--- src/rtl/div_pkg.sv ---
// Shared types and helpers for the sequential divider.
package div_pkg;

   typedef enum logic [1:0] {IDLE, CALC, FIX, DONE} div_state_t;

   localparam int DIV_W_DEFAULT = 16;
   localparam int ABS_W = 64;

   // Magnitude of an n-bit two's-complement value carried in a wide word.
   function automatic logic [ABS_W-1:0] abs_n(input logic [ABS_W-1:0] v,
                                              input int n);
      logic [ABS_W-1:0] r;
      r = v;
      if (v[n-1]) r = ~v + 64'd1;
      return r;
   endfunction

endpackage

--- src/rtl/div_step.sv ---
// One restoring division iteration: shift {P,A}, trial-subtract B.
module div_step #(
   parameter int N = 16
) (
   input  logic [N:0]   p,
   input  logic [N-1:0] a,
   input  logic [N-1:0] b,
   output logic [N:0]   p_next,
   output logic [N-1:0] a_next
);

   logic [N:0]   sp;
   logic [N-1:0] sa;
   logic [N:0]   t;

   assign sp = {p[N-1:0], a[N-1]};
   assign sa = {a[N-2:0], 1'b0};
   assign t  = sp - {1'b0, b};

   always_comb begin
      p_next = t;
      a_next = sa | {{(N-1){1'b0}}, 1'b1};
      if (t[N]) begin
         p_next = sp;
         a_next = sa;
      end
   end

endmodule

--- src/rtl/seq_div.sv ---
// Multi-cycle restoring divider, signed/unsigned, valid/ready on both sides.
import div_pkg::*;

module seq_div #(
   parameter  int N  = DIV_W_DEFAULT,
   localparam int CW = $clog2(N+1)
) (
   input  logic         clk,
   input  logic         rst_n,
   input  logic         flush,
   input  logic         in_valid,
   output logic         in_ready,
   input  logic         is_signed,
   input  logic [N-1:0] dividend,
   input  logic [N-1:0] divisor,
   output logic         out_valid,
   input  logic         out_ready,
   output logic [N-1:0] quotient,
   output logic [N-1:0] remainder,
   output logic         div_zero,
   output logic         overflow
);

   localparam logic [N-1:0] MIN_V = {1'b1, {(N-1){1'b0}}};

   div_state_t state, state_nx;

   logic [CW-1:0] cnt;
   logic [N:0]    p, p_nx;
   logic [N-1:0]  a, a_nx, b, dvd;
   logic          q_neg, r_neg, dz, ovf;
   logic          accept, last;
   logic [N-1:0]  dvd_mag, dvs_mag;
   logic [N-1:0]  q_fix, r_fix;

   assign in_ready = (state == IDLE);
   assign accept   = in_valid && in_ready && !flush;
   assign last     = (cnt == CW'(N-1));

   // |MIN| = 2^(N-1) still fits as an unsigned N-bit magnitude.
   assign dvd_mag = is_signed ? N'(abs_n(ABS_W'(dividend), N)) : dividend;
   assign dvs_mag = is_signed ? N'(abs_n(ABS_W'(divisor), N)) : divisor;

   div_step #(.N(N)) u_step (
      .p      (p),
      .a      (a),
      .b      (b),
      .p_next (p_nx),
      .a_next (a_nx)
   );

   always_comb begin
      q_fix = q_neg ? -a : a;
      r_fix = r_neg ? -p[N-1:0] : p[N-1:0];
      if (dz) begin
         q_fix = '1;
         r_fix = dvd;
      end
   end

   always_comb begin
      state_nx = state;
      unique case (state)
         IDLE:    if (accept) state_nx = CALC;
         CALC:    if (last) state_nx = FIX;
         FIX:     state_nx = DONE;
         DONE:    if (out_ready) state_nx = IDLE;
         default: state_nx = IDLE;
      endcase
      if (flush) state_nx = IDLE;
   end

   always_ff @(posedge clk or negedge rst_n) begin
      if (!rst_n) begin
         state     <= IDLE;
         cnt       <= '0;
         p         <= '0;
         a         <= '0;
         b         <= '0;
         dvd       <= '0;
         q_neg     <= 1'b0;
         r_neg     <= 1'b0;
         dz        <= 1'b0;
         ovf       <= 1'b0;
         out_valid <= 1'b0;
         quotient  <= '0;
         remainder <= '0;
         div_zero  <= 1'b0;
         overflow  <= 1'b0;
      end else begin
         state <= state_nx;
         if (flush) begin
            out_valid <= 1'b0;
         end else begin
            unique case (state)
               IDLE: begin
                  if (accept) begin
                     p     <= '0;
                     a     <= dvd_mag;
                     b     <= dvs_mag;
                     dvd   <= dividend;
                     cnt   <= '0;
                     q_neg <= is_signed & (dividend[N-1] ^ divisor[N-1]);
                     r_neg <= is_signed & dividend[N-1];
                     dz    <= (divisor == '0);
                     ovf   <= is_signed && dividend == MIN_V
                              && divisor == '1;
                  end
               end
               CALC: begin
                  p   <= p_nx;
                  a   <= a_nx;
                  cnt <= cnt + 1'b1;
               end
               FIX: begin
                  quotient  <= q_fix;
                  remainder <= r_fix;
                  div_zero  <= dz;
                  overflow  <= ovf;
                  out_valid <= 1'b1;
               end
               DONE: begin
                  if (out_ready) out_valid <= 1'b0;
               end
               default: ;
            endcase
         end
      end
   end

endmodule

--- config.mk ---
export PLATFORM = sky130hd
export DESIGN_NAME = seq_div
export DESIGN_NICKNAME = d
export VERILOG_FILES = /design/src/rtl/div_pkg.sv /design/src/rtl/div_step.sv /design/src/rtl/seq_div.sv
export SDC_FILE = /design/constraint.sdc
export NUM_CORES = 1
export LEC_CHECK = 0
export CELL_PAD_IN_SITES_DETAIL_PLACEMENT = 1
export CELL_PAD_IN_SITES_GLOBAL_PLACEMENT = 2
export CORE_ASPECT_RATIO = 0.8
export CORE_MARGIN = 5
export CORE_UTILIZATION = 41
export CTS_BUF_LIST = sky130_fd_sc_hd__clkbuf_2 sky130_fd_sc_hd__clkbuf_4 sky130_fd_sc_hd__clkbuf_8
export CTS_CLUSTER_SIZE = 20
export DETAILED_ROUTE_END_ITERATION = 10
export DONT_BUFFER_PORTS = 1
export HOLD_SLACK_MARGIN = 0.02
export PLACE_DENSITY_LB_ADDON = 0.1
export RECOVER_POWER = 25
export SETUP_SLACK_MARGIN = 0.15
export SLEW_MARGIN = 15
export SYNTH_ARGS = -nofsm -noshare
export SYNTH_HDL_FRONTEND = slang
export SYNTH_SLANG_ARGS = --single-unit
export TNS_END_PERCENT = 10
--- constraint.sdc ---
create_clock -name clk -period 3.3 [get_ports clk]
set_input_delay 0.825 -clock clk [delete_from_list [all_inputs] [get_ports clk]]
set_output_delay 0.825 -clock clk [all_outputs]
set_load 0.005 [all_outputs]
# Word-level counts from Yosys, hierarchy flattened
# Index checks and enable logic that the tools add are counted.
# classes
addsub	6
eq_ne	10
n_mux	24
bitwise	6
reduce_logical	14
# ops
op	n
16-bit 2-to-1 mux	11
16-bit one-hot mux with 2 select lines	2
16-bit by 1-bit adder with 16-bit output (second input constant)	2
16-bit == test (second input constant)	2
16-bit negation	2
16-bit inverter	2
17-bit by 16-bit subtractor with 17-bit output	1
16-bit logical NOT	1
5-bit one-hot mux with 2 select lines	1
3-bit AND reduction	3
2-bit 2-to-1 mux	4
2-bit one-hot mux with 4 select lines	1
3-bit != test (second input constant)	2
5-bit by 1-bit adder with 5-bit output (second input constant)	1
5-bit by 4-bit == test with 1-bit output (second input constant)	1
5-bit 2-to-1 mux	1
2-bit == test (second input constant)	2
1-bit logical AND	4
2-bit AND reduction	2
1-bit 2-to-1 mux	3
3-bit by 2-bit != test with 1-bit output (second input constant)	1
3-bit nonzero test	1
1-bit AND	2
2-bit by 1-bit == test with 1-bit output (second input constant)	1
7 further kinds	7
# totals
ff_bits	110
inputBits	38
out_inout_bits	36
wordCells	75

# Logic depth before layout (Yosys ltp)
# logic_depth
ltp_word	6
mapped_depth	11
depth_no_buf	10

# Cells and area by module
# From an unflattened synthesis, not the netlist that was laid out.
# hier_totals
hier_cells	804
area_unflattened_um2	7069.3
# modules_own_cells
module	instances	cells_per_inst	area_per_inst_um2	seq_area_each_um2
seq_div	1	640	5884.4	2777.7
div_step	1	164	1184.9	0.0

# Worst setup path after synthesis
# OpenSTA, ideal clock, no wires.
# synth_timing
path_kind	register to register
startpoint	reg a[15]
endpoint	reg p[0]
setup_time_ns	0.122
arrival_ns	2.500
required_time_ns	3.178
slack_ns	0.678
path_stages_with_launch	11
n_path_buf	0
synth_period_minus_slack_ns	2.622
path_cell_list	dfrtp_1 inv_1 ha_1 fa_1 nand2b_1 a21oi_2 o2111ai_4 o31ai_4 xor2_1 nand2_1 a32o_1
# synth_via
elab_chain_cells	3
# synth_lines
item	line_no	source
start: declaration	seq_div.sv:30	logic [N-1:0] a, a_nx, b, dvd;
start signal: assignment	seq_div.sv:99	a <= dvd_mag;
start signal: assignment	seq_div.sv:112	a <= a_nx;
17-bit by 16-bit subtractor with 17-bit output	div_step.sv:18	assign t = sp - {1'b0, b};
16-bit 2-to-1 mux (*)	div_step.sv:23	if (t[N]) begin
16-bit one-hot mux with 2 select lines (*)	seq_div.sv:95	unique case (state)
end signal: assignment	seq_div.sv:111	p <= p_nx;
end: declaration	seq_div.sv:29	logic [N:0] p, p_nx;
# Every way passes the cells marked *; elsewhere a longest branch is shown, timed or not.
# A chain may end at the register's enable or synchronous reset.

# Final worst setup path
# layout_timing
startpoint	reg a[15]
endpoint	reg p[4]
# layout_via
elab_chain_cells	3
# layout_lines
item	line_no
17-bit by 16-bit subtractor with 17-bit output	div_step.sv:18
16-bit 2-to-1 mux	div_step.sv:23
16-bit one-hot mux with 2 select lines	seq_div.sv:95
# Every way passes these cells.

==> qor.txt <==
CTS Buffer Depth: 2
Cell Pwr Density: 902 nW/um^2
DP HPWL: 14.9 mm
root buffer cell: clkbuf_8
Tightest Pin Transition: 789 ps
critical path data arrival time: 3290 ps
clk_lat worst skew: 400 ps
Die Width: 153 um
cts bufs inserted: 9
drt wl/cell: 20.5 um
final wirelength: 19.9 mm
Total Power: 6420 uW
Util after Layout: 44.6%
via count: 5,529
cell count after synthesis: 770
Initial DRC Count: 246
syn nets: 837
Antenna Violating Nets Remaining: 0
Crit Path Max Fanout: 27
number of diodes: 0
clock slew at the register clock pins of the worst setup and hold paths: 110 ps
r2r setup slk: 270 ps
Cell variety after synth: 56
element type at the critical path end: register
VDD IR max: 0.413 mV
CP peak stage delay: 470 ps
GP Congestion: 0.836
Via density: 5.68
Post-synth EDFFs: 0
Slew Viols, Final: 0
NetSw: 3040 uW
postcts setup bufs: 0
Hold Path Class: primary input to asynchronous set/reset pin
GRT overflow: 0
number of remaining DRC errors: 0
hold_ws: 115 ps
Worst Setup Path Type: register to register
Nets: 820
CTS tree: yes
# rows: 41
Sw Ratio: 47.3%
endpoints failing hold: 0
input/output buffers: 0
initial antenna violation count: 0
Max Cap Viol: 0
fin area: 7120 sq um
Setup Viol. Count Final: 0
I/O Pins: 74
first-pass GRT wire length: 32.5 mm
H-tree levels: 3
Sinks on Clock Net: 110
R2R Path End: p[4]$_DFFE_PN0P_
Cell Chain, Critical Path: inv_1 > ha_1 > fa_1 > nand2b_1 > a21oi_2 > o2111ai_4 > o31ai_4 > xnor2_4 > o311ai_0
Slew Limit Headroom: 47.4%
vias in the first global route: 5,745
Syn-to-layout area delta: 5.78%
Leak: 0.00308 uW
status: finished clean
pin count of the biggest net entering global routing: 111
core area: 16,000 sq um
R2R depth: 9
most common cell after layout, fill and taps aside: nand2_1
DP Area: 6920 sq um
Syn Area/Cell: 8.74 sq um
clock share of power: 12.8%
CTS Hold Bufs: 0
RSZ-0062 raised after global routing: yes
P_int: 3380 uW
Reg power frac: 38.2%
Critical Path Source Type: register
yosys warns: 0
R2R Path Start: a[15]$_DFFE_PN0P_
Post-Syn Area: 6730 sq um
Initial Util: 42.2%
GRT Total Usage: 21.2%
flop and latch count out of synthesis: 110
period utilization: 91.7%
Final Skew: 12.1 ps
Die Span Y: 125 um
fmax: 330 MHz
die area: 19,100 sq um
first-pass detailed-route iteration total: 4
Critical Path RT: 3570 ps
CP max-delay cell: o311ai_0
fraction of layout cells with a size suffix above 1: 7.12%
ys flop type: dfrtp_1
combinational power share: 49.0%
Crit path max-delay family: compound AO/OA/AOI/OAI gates
TNS Setup: 0 ps
commonest non-fill, non-tap cells in the layout: nand2_1, dfrtp_1, o21ai_0
Buf+Inv Stages, Crit Path: 1
Async SR Flop Fraction: 100%
Tmin final: 3030 ps
Seq/Total Area, Yosys: 40.9%
-- state kept, by name, summed over array words and instances, names as in the netlist --
signal     count
ovf            1
div_zero       1
q_neg          1
b             16
p             16
dz             1
dvd           16
quotient      16
cnt            5
r_neg          1
a             16
out_valid      1
state          2
remainder     16
overflow       1
-- power groups by stage --
| stage | clock, uW | sequential, uW | combinational [uW] |
|---|---|---|---|
| after floorplan | 0 | 2230 | 2490 |
| after global routing | 902 | 2540 | 3570 |
| after CTS | 853 | 2450 | 3160 |
| after global placement | 0 | 2450 | 3030 |
| final | 824 | 2450 | 3150 |
| after detailed placement | 0 | 2480 | 3140 |
-- metrics by stage --
stage | setup WS (ps) | instances
after floorplan | 678 | 770
after global placement | 353 | 957
after detailed placement | 285 | 957
after CTS | 250 | 973
after global routing | 101 | 973
final | 273 | 973
-- repair_timing --
| action | CTS | global route |
|---|---|---|
| endpoints found under the hold margin | 0 | 0 |
| endpoints found under the setup margin | 0 | 6 |
| resized for setup | 0 | 1 |
-- worst max path at each step --
stage,from,to,slack [ps],depth (start not counted)
6_report,a[15]$_DFFE_PN0P_,p[4]$_DFFE_PN0P_,270,9
5_1_grt,a[15]$_DFFE_PN0P_,p[4]$_DFFE_PN0P_,100,9
4_1_cts,a[15]$_DFFE_PN0P_,p[1]$_DFFE_PN0P_,250,10
3_5_place_dp,a[15]$_DFFE_PN0P_,p[1]$_DFFE_PN0P_,290,10
3_3_place_gp,a[15]$_DFFE_PN0P_,p[1]$_DFFE_PN0P_,350,10
2_1_floorplan,a[15]$_DFFE_PN0P_,p[0]$_DFFE_PN0P_,680,10
-- routing by layer --
metal | GRT usage, % | vias up | part of all wire, %
met2 | 31.0 | 96 | 43
li1 | - | 2677 | -
met5 | 0 | - | 0
met4 | 4.09 | 0 | 1.0
met1 | 31.5 | 2742 | 51
met3 | 5.80 | 14 | 5.6
-- cells by family (layout without fill, tap and decap cells) --
group / after synthesis / after routing / synth area share [%]
simple gates: 255 / 255 / 17.0
compound gates: 217 / 217 / 20.0
flops: 110 / 110 / 40.9
buf+inv: 71 / 59 / 4.24
xor+xnor: 68 / 68 / 9.13
fa+ha+maj: 29 / 29 / 5.50
mux: 20 / 20 / 3.25
-- layout make-up --
cell class / count / area, sq um
Clock inverter: 7 / 65.1
Tap cell: 215 / 269
Clock buffer: 9 / 124
Inverter: 31 / 116
Sequential cell: 110 / 2750
Fill cell: 1898 / 8830
Multi-Input combinational cell: 589 / 3700
Timing Repair Buffer: 12 / 90.1
-- synthesized netlist by cell type, types with 2 or more instances --
library cell  number  area (sq um)
a21o_1             5          37.5
a21oi_1           41           205
a22oi_1            5          37.5
a31oi_1            2          12.5
a32o_1             2          20.0
a32oi_1            5          43.8
a41oi_1            2          17.5
and2_1             2          12.5
and3_1             2          12.5
buf_1              3          11.3
buf_6              2          22.5
clkbuf_1          34           128
dfrtp_1          110          2750
ha_1              28           350
inv_1             31           116
mux2_2            15           169
mux2i_1            5          50.1
nand2_1          114           428
nand2b_1          13          81.3
nand3_1           18          90.1
nand3b_1           2          15.0
nand4_1            7          43.8
nor2_1            57           214
nor2b_1            4          25.0
nor3_1            12          60.1
nor3b_1            2          15.0
nor4_1             5          31.3
o2111ai_1          2          17.5
o211ai_1           7          52.6
o21ai_0           97           485
o21ai_1            3          15.0
o22ai_1            4          25.0
o311ai_0           7          61.3
o31ai_1           18           135
o41ai_1            5          43.8
or2_2              4          25.0
or3_1              9          56.3
or4_1              3          22.5
xnor2_1           33           289
xor2_1            34           298
No activity file was read; power rests on OpenSTA's default activity.
